`src/rtl/fifo_wr_arbiter.sv`:
```
// Round-robin write arbiter sharing one FIFO write port among N_REQ valid/ready requesters.
// Optional macro FIFO_WR_ARB_AF_THROTTLE_EN blocks new grants while fifo_almost_full is high.
module fifo_wr_arbiter #(
    parameter int N_REQ     = 4,
    parameter int WIDTH     = 32,
    parameter int MAX_BURST = 4
) (
    input  logic                     clk,
    input  logic                     rstn,
    input  logic [N_REQ-1:0]         req_valid,
    input  logic [N_REQ*WIDTH-1:0]   req_data,
    output logic [N_REQ-1:0]         req_ready,
    output logic                     fifo_enq,
    output logic [WIDTH-1:0]         fifo_data,
    input  logic                     fifo_full,
    input  logic                     fifo_almost_full,
    output logic [$clog2(N_REQ)-1:0] grant_id,
    output logic                     busy
);

    localparam int ID_W  = $clog2(N_REQ);
    localparam int CNT_W = $clog2(MAX_BURST + 1);
    localparam logic [CNT_W-1:0] LAST_BEAT = CNT_W'(MAX_BURST - 1);

    localparam logic [0:0] IDLE  = 1'b0;
    localparam logic [0:0] GRANT = 1'b1;

    logic [0:0]       state;
    logic [ID_W-1:0]  rr_ptr;
    logic [CNT_W-1:0] beat_cnt;
    logic [ID_W-1:0]  winner;
    logic             any_valid;
    logic             start_ok;
    logic             beat;
    logic             owner_valid;
    logic [WIDTH-1:0] data_arr [N_REQ];
    logic [ID_W-1:0]  idx;
    int               sum;

    function automatic logic [ID_W-1:0] next_ptr(input logic [ID_W-1:0] id);
        return (id == ID_W'(N_REQ - 1)) ? '0 : id + ID_W'(1);
    endfunction

    // First valid requester at or after rr_ptr, wrapping modulo N_REQ.
    always_comb begin
        winner    = '0;
        any_valid = 1'b0;
        sum       = 0;
        idx       = '0;
        for (int i = 0; i < N_REQ; i++) begin
            sum = int'(rr_ptr) + i;
            if (sum >= N_REQ) sum = sum - N_REQ;
            idx = ID_W'(sum);
            if (!any_valid && req_valid[idx]) begin
                any_valid = 1'b1;
                winner    = idx;
            end
        end
    end

`ifdef FIFO_WR_ARB_AF_THROTTLE_EN
    assign start_ok = ~fifo_almost_full;
`else
    logic unused_almost_full;
    assign unused_almost_full = fifo_almost_full;
    assign start_ok = 1'b1;
`endif

    always_comb begin
        for (int i = 0; i < N_REQ; i++) data_arr[i] = req_data[i*WIDTH +: WIDTH];
    end

    // Outputs are combinational from registered state, so an async reset kills a beat at once.
    assign owner_valid = req_valid[grant_id];
    assign busy        = (state == GRANT);
    assign beat        = busy & owner_valid & ~fifo_full;
    assign fifo_enq    = beat;
    assign fifo_data   = beat ? data_arr[grant_id] : '0;
    assign req_ready   = beat ? (N_REQ'(1) << grant_id) : '0;

    always_ff @(posedge clk or negedge rstn) begin
        if (!rstn) begin
            state    <= IDLE;
            rr_ptr   <= '0;
            beat_cnt <= '0;
            grant_id <= '0;
        end else begin
            case (state)
                IDLE: begin
                    if (any_valid && start_ok) begin
                        state    <= GRANT;
                        grant_id <= winner;
                        beat_cnt <= '0;
                    end
                end
                default: begin
                    if (!owner_valid || (beat && beat_cnt == LAST_BEAT)) begin
                        state  <= IDLE;
                        rr_ptr <= next_ptr(grant_id);
                    end else if (beat) begin
                        beat_cnt <= beat_cnt + CNT_W'(1);
                    end
                end
            endcase
        end
    end

endmodule

```
`config.mk`:
```
export PLATFORM = sky130hd
export DESIGN_NAME = fifo_wr_arbiter
export DESIGN_NICKNAME = d
export VERILOG_FILES = /design/src/rtl/fifo_wr_arbiter.sv
export SDC_FILE = /design/constraint.sdc
export NUM_CORES = 1
export LEC_CHECK = 0
export CAP_MARGIN = 0
export CELL_PAD_IN_SITES_DETAIL_PLACEMENT = 1
export CELL_PAD_IN_SITES_GLOBAL_PLACEMENT = 2
export CORE_ASPECT_RATIO = 0.6
export CORE_MARGIN = 3
export CORE_UTILIZATION = 14
export DETAILED_ROUTE_END_ITERATION = 7
export GPL_TIMING_DRIVEN = 0
export PLACE_DENSITY = 0.87
export SLEW_MARGIN = 25
export SYNTH_ARGS = -nofsm -noshare
export SYNTH_HDL_FRONTEND = slang
export SYNTH_SLANG_ARGS = --single-unit
```
`constraint.sdc`:
```
create_clock -name clk -period 2.6 [get_ports clk]
set_clock_uncertainty 0.05 [all_clocks]
set_input_delay 0.39 -clock clk [delete_from_list [all_inputs] [get_ports clk]]
set_output_delay 0.39 -clock clk [all_outputs]
set_load 0.05 [all_outputs]
```
After elaboration in Yosys (flattened, before gate mapping)

Cells that the tools add are included.

Register bits: 8
Bits of input ports: 136
Output and inout bits: 40
Logic and storage cells: 81

$add $sub $neg: 9
Order comparisons: 10
Equality and inequality tests: 4
Shift-type cells: 1
Muxes and demuxes: 35
Bitwise gates (word level): 5
Reduce and logical (&&, ||, !) cells: 13

Operator list:

| cell                                                                                 | count |
|---|---|
| 32-bit two-way mux                                                                   | 3 |
| 32-bit binary-select mux with 2-bit select                                           | 1 |
| 2-bit two-way mux                                                                    | 9 |
| 2-bit by 3-bit < comparator with 1-bit output (second input constant)                | 5 |
| 3-bit greater-or-equal comparator (second input constant)                            | 4 |
| 1-bit two-way mux                                                                    | 12 |
| 3-bit two-way mux                                                                    | 4 |
| 1-bit binary-select mux with 2-bit select                                            | 5 |
| 2-bit by 1-bit subtractor with 2-bit output (second input constant)                  | 4 |
| 2-bit by 2-bit adder with 3-bit output (second input constant)                       | 2 |
| 1-bit logical AND                                                                    | 4 |
| 1-bit zero test                                                                      | 4 |
| 4-bit two-way mux                                                                    | 1 |
| 2-bit AND reduction                                                                  | 2 |
| 1-bit by 2-bit << shifter with 4-bit output (first input constant)                   | 1 |
| 2-bit by 1-bit adder with 3-bit output (second input constant)                       | 1 |
| 3-bit by 1-bit adder with 3-bit output (second input constant)                       | 1 |
| 3-bit by 2-bit equality test with 1-bit output (second input constant)               | 1 |
| 2-bit by 3-bit greater-or-equal comparator with 1-bit output (second input constant) | 1 |
| 2-bit NOT with 3-bit output                                                          | 1 |
| 3-bit AND reduction                                                                  | 1 |
| 2-bit by 1-bit adder with 2-bit output (second input constant)                       | 1 |
| 1-bit bitwise AND                                                                    | 2 |
| 2-bit equality test (second input constant)                                          | 1 |
| 5 further kinds                                                                      | 6 |

Depth between registers and ports, before layout

Depth in word-level cells: 16
Depth in mapped cells: 6
Mapped depth without buffers: 6

Worst setup path before layout

Ideal clock, no wire load.

Path type: register to output
Start point: register grant_id[0]
End point: output req_ready[3]
Arrival: 2257 ps
Data required time: 2160 ps
Slack: -97 ps
Stages on the path, launching flop included: 5
Cell sequence: dfrtp_1 -> buf_4 -> inv_2 -> mux2i_2 -> nor3_1

Longest elaborated chain between the ends: 5
Elaborated cells on any way between the ends: 6
Classes of those cells: 1 x shift; 3 x mux; 2 x bitwise

RTL lines:

| what                                      | line | text |
|---|---|---|
| from (decl)                               | 17   | `output logic [$clog2(N_REQ)-1:0] grant_id,` |
| from (signal assigned)                    | 92   | `grant_id <= winner;` |
| 1-bit binary-select mux with 2-bit select | 74   | `assign owner_valid = req_valid[grant_id];` |
| 1-bit two-way mux (not written as such)   | 74   |  |
| 1-bit bitwise AND (2 in series)           | 76   | `assign beat = busy & owner_valid & ~fifo_full;` |
| 4-bit two-way mux *                       | 79   | `assign req_ready = beat ? (N_REQ'(1) << grant_id) : '0;` |
| to (decl)                                 | 12   | `output logic [N_REQ-1:0] req_ready,` |

Mark *: on every way between the ends. The rest lies on a longest branch, timed or not. The select of a mux whose other input is x is not followed.

Final worst setup path

Start point: register grant_id[1]
End point: output fifo_data[24]

Longest elaborated chain between the ends: 5
Elaborated cells on any way between the ends: 9
Classes of those cells: 6 x mux; 3 x bitwise

RTL lines:

| what                                                                                                  | line   | text |
|---|---|---|
| 1-bit binary-select mux with 2-bit select or 2-bit NOT with 3-bit output (tied branches)              | 74, 78 |  |
| 1-bit two-way mux (not written as such) or 32-bit binary-select mux with 2-bit select (tied branches) | 74, 78 |  |
| 1-bit bitwise AND or 32-bit two-way mux (tied branches) (2 in series)                                 | 76, 78 |  |
| 32-bit two-way mux *                                                                                  | 78     | `assign fifo_data = beat ? data_arr[grant_id] : '0;` |
| to (decl)                                                                                             | 14     | `output logic [WIDTH-1:0] fifo_data,` |

Marks and branches as above.

==> flow_metrics.py <==
metrics = {
    "routing": {
        "detail_route.first_pass.iterations": 3,
        "wl_per_cell_um": 18.4,
        "post-route-drc-count": 0,
        "drt_antenna_net_count": 0,
        "dr.first_iter.drc_count": 57,
        "finalWirelength_mm": 8.44,
        "vias": 1958,
        "vias_per_cell": 4.28,
    },
    "cells_and_area": {
        "antenna-diode-count": 0,
        "fin_nets": 463,
        "fillCellCount": 1232,
        "most_common_cell_after_layout_fill_and_taps_aside": "sky130_fd_sc_hd__clkdlybuf4s50_1",
        "stdcell_count": 458,
        "layout_common_cells": "133 x sky130_fd_sc_hd__clkdlybuf4s50_1, 32 x sky130_fd_sc_hd__mux4_2, 26 x sky130_fd_sc_hd__and2_1",
        "final_std_cell_area_no_fill_mm2": 0.00352,
        "areaGrowthSynthToFinish_pct": 123,
        "drive_above_1_share_pct": 32.3,
    },
    "logic_synthesis": {
        "synth-seq-area-share_pct": 12.6,
        "mean_post_synth_cell_area_um2": 11.3,
        "synth_seq_cells": 8,
        "syn-num-nets": 282,
        "synth_warnings": 0,
        "synthesis.area_mm2": 0.00158,
        "synth_cell_type_count": 29,
        "postSynthCellCount": 140,
    },
    "timing": {
        "max_slew.worst_pin.slew_ps": 702,
        "final_min_period_over_clock_period_pct": 96.1,
        "fmax_mhz": 400,
        "slew_viol_final": 0,
        "rsz0062_at_grt": "yes",
        "hold_viol": 0,
        "maxSlewHeadroom_pct": 52.7,
        "post-route-min-period_ps": 2500,
        "finalSetupViolations": 0,
    },
    "worst_setup_path": {
        "critical_path.cell_chain": "buf_6 -> mux2_4 -> mux2i_4 -> nor2_4 -> buf_2 -> and2_1 -> clkbuf_4",
        "worstReg2RegEnd": "beat_cnt[2]$_DFFE_PN0P_",
        "critical_path_peak_fanout": 10,
        "cp_slowest_stage_delay_ps": 430,
        "critical-path-top-delay-family": "multiplexers",
        "critPathKind": "flip-flop to primary output",
        "critical_path_required_ps": 2160,
        "crit_path_start_kind": "flip-flop",
        "critical_path_buf_inv_count": 3,
        "cp_slowest_cell": "sky130_fd_sc_hd__dfrtp_2",
        "worst-r2r-cell-count": 7,
        "arrival_ps": 2060,
        "rrSetupSlack_ps": 610,
        "timing.critical_path.to_type": "primary output",
        "worstReg2RegStart": "grant_id[1]$_DFFE_PN0P_",
    },
    "global_routing": {
        "global_route.usage.met1_pct": 16.0,
        "antenna_found_initial": 0,
        "grt_util_all_layers_pct": 12.4,
        "global_route_wire_length_before_repair_mm": 12.2,
        "grt_max_degree": 11,
        "globalRouteMet3Util_pct": 2.65,
        "globalRouteOverflowTotal": 0,
        "grt_most_used_layer": "met2",
        "grt_pass1_vias": 2177,
        "global_route.usage.met2_pct": 21.6,
    },
    "cts": {
        "cts_hold_buffers": 0,
        "cts_htree_levels": 1,
        "cts.sink_count": 8,
        "cts.path.max_buffers": 2,
        "worstSkewPairLatency_ps": 230,
        "cts.reportedPaths.clkPinSlew_ps": 40,
        "root_buffer": "sky130_fd_sc_hd__clkbuf_16",
        "cts_inserted_buffers": 3,
        "tritoncts": "done",
    },
    "floorplanning": {
        "num_io_pins": 176,
        "initial_utilization_pct": 14.6,
        "floorplan.core_area_mm2": 0.0108,
        "die_w_um": 143,
        "die_h_um": 88.4,
        "num_rows": 29,
        "dieArea_mm2": 0.0127,
    },
    "run": {
        "maxCapViolCount": 0,
    },
    "pwr": {
        "p_switching_mw": 1.36,
        "seq_power_share_pct": 9.0,
        "swShare_pct": 48.7,
        "total_leakage_power_nw": 1.43,
        "pwr-share-comb_pct": 81.9,
        "internal-power_mw": 1.43,
        "power-per-cell-area_mw_per_mm2": 793,
        "irDropWorstVdd_mv": 0.277,
        "power.share.clock_pct": 9.1,
    },
    "placement": {
        "place.detailed.hpwl_mm": 7.18,
        "placedInstanceArea_mm2": 0.00352,
        "placed_cells": 453,
        "io_buf_count": 174,
        "routabilityCongestion": 0.739,
    },
    "worst_hold_path": {
        "hp-class": "input pin to asynchronous set/reset pin",
    },
    "outcome": {
        "run_status": "finished, final reports clean",
    },
}
[worst max-delay path by stage]
stage,end,slack (ps),startpoint,depth (start not counted)
floorplan,fifo_data[0],70,grant_id[0]$_DFFE_PN0P_,4
global placement,fifo_data[17],-920,req_valid[0],7
detailed placement,fifo_data[17],-990,req_valid[0],7
CTS,req_ready[1],6,grant_id[1]$_DFFE_PN0P_,6
global route,fifo_data[13],-40,grant_id[0]$_DFFE_PN0P_,7
finish,fifo_data[24],100,grant_id[1]$_DFFE_PN0P_,7
[cell type report]
| class | count | area (µm²) | share of cell area, % |
|---|---|---|---|
| Sequential cell | 8 | 201 | 5.72 |
| Multi-Input combinational cell | 114 | 1340 | 37.9 |
| Timing Repair Buffer | 175 | 1620 | 45.9 |
| Tap cell | 139 | 174 | 4.93 |
| Buffer | 12 | 92.6 | 2.63 |
| Inverter | 7 | 26.3 | 0.745 |
| Clock buffer | 3 | 75.1 | 2.13 |
[power by group through the flow]
stage          clock network (mW)  registers [mW]  logic [mW]
3_5_place_dp                    0           0.250        2.32
3_3_place_gp                    0           0.247        2.28
4_1_cts                     0.265           0.250        2.30
5_1_grt                     0.272           0.264        2.47
2_1_floorplan                   0           0.307        1.48
6_report                    0.256           0.251        2.29
[synth_stat cells]
cell,n,area (µm²)
sky130_fd_sc_hd__and2_1,35,219
sky130_fd_sc_hd__mux4_2,32,721
sky130_fd_sc_hd__nand2_1,11,41.3
sky130_fd_sc_hd__dfrtp_1,8,200
sky130_fd_sc_hd__ha_1,6,75.1
sky130_fd_sc_hd__inv_1,6,22.5
sky130_fd_sc_hd__buf_2,5,25.0
sky130_fd_sc_hd__clkbuf_1,5,18.8
sky130_fd_sc_hd__mux2i_1,4,40.0
sky130_fd_sc_hd__nand2b_1,3,18.8
sky130_fd_sc_hd__o21ai_1,3,15.0
sky130_fd_sc_hd__a21oi_1,2,10.0
sky130_fd_sc_hd__mux2_4,2,30.0
sky130_fd_sc_hd__o211ai_1,2,15.0
sky130_fd_sc_hd__o21a_1,2,15.0
sky130_fd_sc_hd__a22o_1,1,8.76
sky130_fd_sc_hd__a22oi_1,1,7.51
sky130_fd_sc_hd__buf_4,1,7.51
sky130_fd_sc_hd__buf_6,1,11.3
sky130_fd_sc_hd__inv_2,1,3.75
sky130_fd_sc_hd__mux2_1,1,11.3
sky130_fd_sc_hd__mux2i_2,1,13.8
sky130_fd_sc_hd__nand3_1,1,5.00
sky130_fd_sc_hd__nor2_2,1,6.26
sky130_fd_sc_hd__nor3_1,1,5.00
sky130_fd_sc_hd__o221ai_1,1,8.76
sky130_fd_sc_hd__o22ai_1,1,6.26
sky130_fd_sc_hd__o41ai_2,1,16.3
sky130_fd_sc_hd__or3_1,1,6.26
[routing by layer]
metal  wire length [µm]  part of all wire, %  vias to the layer above
met5                  0                    0                        -
met4                 64                 0.76                        0
met3                715                  8.5                        4
met2               4090                   48                       95
met1               3580                   42                      956
li1                   -                    -                      903
[per-stage QoR]
step                hold slack, ps  total power, mW  setup slack (ps)  util [%]  TNS [ps]
finish                         383             2.79               101      32.6         0
CTS                            384             2.82              5.80      32.4         0
detailed placement             425             2.57              -988      32.5    -30290
global route                   406             3.01             -37.1      32.6      -275
global placement               415             2.52              -919      32.5    -27840
floorplan                     44.4             1.79              72.6         -         0
[worst reg2reg max path, cell delays in order (launching register included)]
cell	delay, ps
sky130_fd_sc_hd__dfrtp_2	430
sky130_fd_sc_hd__buf_6	170
sky130_fd_sc_hd__mux2_4	320
sky130_fd_sc_hd__mux2i_4	270
sky130_fd_sc_hd__buf_4	180
sky130_fd_sc_hd__or3_1	100
sky130_fd_sc_hd__buf_2	160
sky130_fd_sc_hd__mux2i_1	230
[sequential cells by signal (all words and copies together), names as in the netlist]
register / cells
grant_id: 2
rr_ptr: 2
beat_cnt: 3
busy: 1
[kinds of logic (layout without fill, tap and decap cells)]
kind of cell / count (synthesis) / count (layout) / share of synthesized area, %
flip-flops: 8 / 8 / 12.6
AO/OA/AOI/OAI: 14 / 14 / 6.48
multiplexers: 40 / 40 / 51.5
buffers and inverters: 19 / 197 / 5.61
AND/OR/NAND/NOR: 53 / 54 / 19.0
adder cells (fa/ha/maj): 6 / 6 / 4.74
[repair_timing]
| item | CTS | global route |
|---|---|---|
| setup endpoints to repair | 37 | 35 |
| pin swaps | 1 | 0 |
| gates resized for setup | 177 | 36 |
| cloned | 1 | 0 |
| setup buffers | 1 | 0 |
(Power assumes the default switching activity.)
